<file path="config.mk">
export PLATFORM = sky130hd
export DESIGN_NAME = ifu_fetch_queue
export DESIGN_NICKNAME = d
export VERILOG_FILES = /design/src/rtl/ifu_fetch_queue.sv
export SDC_FILE = /design/constraint.sdc
export NUM_CORES = 1
export LEC_CHECK = 0
export CAP_MARGIN = 20
export CORE_MARGIN = 2
export CORE_UTILIZATION = 25
export DETAILED_ROUTE_END_ITERATION = 6
export GPL_TIMING_DRIVEN = 0
export PLACE_DENSITY = 0.45
export SYNTH_ARGS = -nofsm -noshare
export SYNTH_HDL_FRONTEND = slang
export SYNTH_SLANG_ARGS = --single-unit
</file>
<file path="constraint.sdc">
create_clock -name clk -period 6.09 [get_ports clk]
set_input_delay 0.609 -clock clk [delete_from_list [all_inputs] [get_ports clk]]
set_output_delay 0.609 -clock clk [all_outputs]
set_load 0.01 [all_outputs]
</file>
<file path="src/rtl/ifu_fetch_queue.sv">
// rtl/ifu_fetch_queue.sv - in-order instruction fetch queue between PC and decode
// Tracks outstanding imem requests per slot and drops responses orphaned by a flush.
module ifu_fetch_queue #(
    parameter int PC_WIDTH    = 32,
    parameter int INSTR_WIDTH = 32,
    parameter int DEPTH       = 4
) (
    input  logic                         clk,
    input  logic                         rst_n,
    input  logic                         flush,
    input  logic [PC_WIDTH-1:0]          pc_in,
    input  logic                         pc_in_valid,
    output logic                         fetch_stall,
    output logic                         imem_req,
    output logic [PC_WIDTH-1:0]          imem_addr,
    input  logic                         imem_rvalid,
    input  logic [INSTR_WIDTH-1:0]       imem_rdata,
    output logic                         instr_valid,
    input  logic                         instr_ready,
    output logic [INSTR_WIDTH-1:0]       instr,
    output logic [PC_WIDTH-1:0]          instr_pc,
    output logic [$clog2(DEPTH+1)-1:0]   occupancy
);
    localparam int PTR_W = $clog2(DEPTH);
    localparam int OCC_W = $clog2(DEPTH+1);

    logic [PTR_W-1:0]       head_q, head_d, tail_q, tail_d, fill_q, fill_d;
    logic [OCC_W-1:0]       occ_q, occ_d, discard_cnt_q, discard_cnt_d;
    logic [OCC_W-1:0]       filled_cnt, unfilled_cnt;
    logic [DEPTH-1:0]       filled_q, filled_d;
    logic [PC_WIDTH-1:0]    pc_mem    [DEPTH];
    logic [INSTR_WIDTH-1:0] instr_mem [DEPTH];
    logic                   do_deq, rsp_fill, rsp_drop, flush_rsp;

    always_comb begin
        filled_cnt = '0;
        for (int i = 0; i < DEPTH; i++) begin
            filled_cnt = filled_cnt + OCC_W'(filled_q[i]);
        end
        unfilled_cnt = occ_q - filled_cnt;
    end

    assign fetch_stall = (occ_q == OCC_W'(DEPTH)) | (discard_cnt_q != '0) | flush;
    assign imem_req    = pc_in_valid & ~fetch_stall;
    assign imem_addr   = pc_in;
    assign instr_valid = filled_q[head_q] & (occ_q != '0) & ~flush;
    assign instr       = instr_mem[head_q];
    assign instr_pc    = pc_mem[head_q];
    assign occupancy   = occ_q;

    assign do_deq    = instr_valid & instr_ready;
    assign rsp_drop  = imem_rvalid & (discard_cnt_q != '0);
    // A response with nothing outstanding is a protocol error and is ignored.
    assign rsp_fill  = imem_rvalid & (discard_cnt_q == '0) & (unfilled_cnt != '0) & ~flush;
    assign flush_rsp = imem_rvalid & ((discard_cnt_q != '0) | (unfilled_cnt != '0));

    always_comb begin
        head_d        = head_q;
        tail_d        = tail_q;
        fill_d        = fill_q;
        occ_d         = occ_q;
        discard_cnt_d = discard_cnt_q;
        filled_d      = filled_q;
        if (flush) begin
            head_d        = '0;
            tail_d        = '0;
            fill_d        = '0;
            occ_d         = '0;
            filled_d      = '0;
            discard_cnt_d = discard_cnt_q + unfilled_cnt - OCC_W'(flush_rsp);
        end else begin
            if (imem_req) begin
                tail_d = tail_q + PTR_W'(1);
            end
            if (do_deq) begin
                head_d           = head_q + PTR_W'(1);
                filled_d[head_q] = 1'b0;
            end
            if (rsp_fill) begin
                fill_d           = fill_q + PTR_W'(1);
                filled_d[fill_q] = 1'b1;
            end
            if (rsp_drop) begin
                discard_cnt_d = discard_cnt_q - OCC_W'(1);
            end
            occ_d = occ_q + OCC_W'(imem_req) - OCC_W'(do_deq);
        end
    end

    always_ff @(posedge clk or negedge rst_n) begin
        if (!rst_n) begin
            head_q        <= '0;
            tail_q        <= '0;
            fill_q        <= '0;
            occ_q         <= '0;
            discard_cnt_q <= '0;
            filled_q      <= '0;
        end else begin
            head_q        <= head_d;
            tail_q        <= tail_d;
            fill_q        <= fill_d;
            occ_q         <= occ_d;
            discard_cnt_q <= discard_cnt_d;
            filled_q      <= filled_d;
        end
    end

    // Slot payload needs no reset: the filled bits gate everything that reads it.
    always_ff @(posedge clk) begin
        if (imem_req) begin
            pc_mem[tail_q] <= pc_in;
        end
        if (rsp_fill) begin
            instr_mem[fill_q] <= imem_rdata;
        end
    end
endmodule

</file>
==> impl_metrics.ini <==
[placed_design]
dpl.cell_count = 1222
portBuffers = 170
place_congestion = 0.734
dp.final_hpwl_mm = 16.1
place_ws_ns = 1.64

[setup_path]
cp-start-kind = flip-flop
required_ns = 6.57
crit_start = filled_q[1]
critPathCaptureType = flip-flop
crit-reg2reg-launch = filled_q[1]
critPathArrivalTime_ns = 4.97
ff2ff_path_depth = 15
crit_type = reg -> reg
path_max_fanout = 3

[clock_tree]
root_buffer = clkbuf_16
cts_setup_buffers = 0
postCtsHoldBufs = 0
h-tree-depth = 1
numCtsBuffers = 30
clkLatencyLatePin_ns = 0.56
cts_tree = yes
clockBufferDepth = 3
clock_sinks = 272
clk_pin_slew_ns = 0.06
postCtsResizedCells = 0

[drt]
ant_nets = 0
route.detailed.drc = 0
vias_per_cell = 4.19
routed_wl_mm = 24.1
wl_per_cell_um = 18.8
routed-via-count = 5353
dr.pass1.iters = 4
drt_iter0_markers = 231

[finish]
fin_nets = 804
drive_above_1_share_pct = 22.8
fin_cells = 1278
area_delta_synth_final_pct = 32.2
multi_input_area_um2 = 2280
seqCellArea_um2 = 8090
nFillCells = 4110

[timing]
slew_headroom_pct = 46.8
final-hold-violation-count = 0
fmax_mhz = 223
setup_violations = 0
finClkSkew_ns = 0.00733
period_needed_ns = 4.49
fin_tns_setup_ns = 0
timing.final.ws_setup_ns = 1.60
rsz0062_at_grt = false
tightestPinTransition_ns = 0.792
finalCritPeriodShare_pct = 73.8
whs_ns = 0.512
slew_violations = 0

[synth]
syn_nets = 594
synth_area_um2 = 10800
synth_seq_cells = 272
ys.flop_type = edfxtp_1
yosysMostFrequentCell = edfxtp_1
syn-instance-count = 498
synth_edf_count = 256
ys_async_sr_fraction_pct = 5.88
syn_area_per_cell_um2 = 21.6
synth_seq_area_share_pct = 75.1
synth_area_leaders = edfxtp_1 71%, mux4_2 14%, dfrtp_1 3.7%, buf_4 2.4%, ha_1 2.2%
ys_warn_count = 0
synth.distinct_cells = 31
netlist.top_cell.by_area = edfxtp_1
netlist_top_cells_count = 256 x edfxtp_1, 65 x mux4_2, 35 x buf_4
yosysTopAreaCellShare_pct = 71.4

[global_routing]
grt_max_degree = 29
grt_antenna_before_repair = 0
grt_pass1_vias = 6020
grt.total_usage_pct = 10.7
grt_pass1_wl_mm = 36.0
gr-total-overflow = 0

[pwr]
powerDensity_nw_per_um2 = 290
ir_worst_vdd_mv = 0.195
p_leak_nw = 4.62

[job]
cap_violations = 0

[floorplanning]
die_w_um = 212
die_h_um = 212
initial_core_util_pct = 25.2
io_pins = 172
dieArea_um2 = 44800
rows = 76
coreArea_um2 = 42800

[status]
outcome = completed

[hold_path]
min_path_type = in -> async
## final cells by class
class / count / share of cell area (%)
Sequential cell: 272 / 56.8
Tap cell: 546 / 4.80
Clock buffer: 38 / 5.48
Timing Repair Buffer: 178 / 13.1
Buffer: 49 / 2.27
Clock inverter: 17 / 0.905
Multi-Input combinational cell: 153 / 16.0
Inverter: 24 / 0.633
Antenna cell: 1 / 0.0176
## stage by stage
stage	instance area (um^2)	util, %	power, mW
3_5_place_dp	13300	31.1	2.51
2_1_floorplan	10800	-	2.32
6_report	14200	33.3	4.13
4_1_cts	14200	33.3	4.20
3_3_place_gp	13200	30.7	2.48
5_1_grt	14200	33.3	4.29
## per-layer routing
metal	routed length (um)	global-route usage, %	up-vias
li1	-	-	2389
met1	10000	13.1	2793
met2	12100	18.9	134
met3	1260	2.55	37
met4	665	3.25	0
met5	0	0	-
## report_power, final
| group | switching, mW | leakage, nW | total [mW] | internal, mW |
|---|---|---|---|---|
| combinational | 0.176 | 1.66 | 0.366 | 0.191 |
| clock | 0.709 | 0.443 | 1.66 | 0.949 |
| sequential | 0.0156 | 2.52 | 2.10 | 2.09 |
## state kept, by name, indices dropped and copies added, names as in the netlist
| name | flops |
|---|---|
| occupancy | 3 |
| instr_mem | 128 |
| head_q | 2 |
| filled_q | 4 |
| fill_q | 2 |
| pc_mem | 128 |
| discard_cnt_q | 3 |
| tail_q | 2 |
## cell usage in the layout, fill, tap and decap left out, types with 11 or more instances in the layout
cell and instances:
clkbuf_1 11, mux4_2 65, dfrtp_1 16, clkdlybuf4s50_1 170
inv_1 24, edfxtp_1 256, ha_1 19, buf_4 35
nand2_1 12, clkbuf_16 30
## cell families after synthesis
group	synth area share, %
buffers and inverters	3.83
DFF	75.1
and+or+nand+nor	1.64
AOI/OAI and AO/OA	1.41
adders and majority gates	3.51
muxes	13.8
xor gates and xnor gates	0.732
## worst paths after layout
path,endpoint,slack (ns)
max in group asynchronous,head_q[1],5.08
worst min register to register,discard_cnt_q[2],0.51
worst max-delay path,discard_cnt_q[2],1.60
worst max register to register,discard_cnt_q[2],1.60
min in group clk,discard_cnt_q[2],0.51
worst min-delay path,filled_q[3],0.51
## worst max-delay path, stage by stage, from the launching register on
cell and delay, ns:
dfrtp_1 0.43, fa_1 0.58, fa_1 0.44, fa_1 0.40
fa_1 0.39, xor2_1 0.21, o21ai_0 0.27, nand2_1 0.09
ha_1 0.28, inv_1 0.05, ha_1 0.20, fa_1 0.38
xnor2_1 0.21, xnor2_1 0.10, a2bb2oi_1 0.23, xnor2_1 0.15
Power figures use the tool's default switching activity.
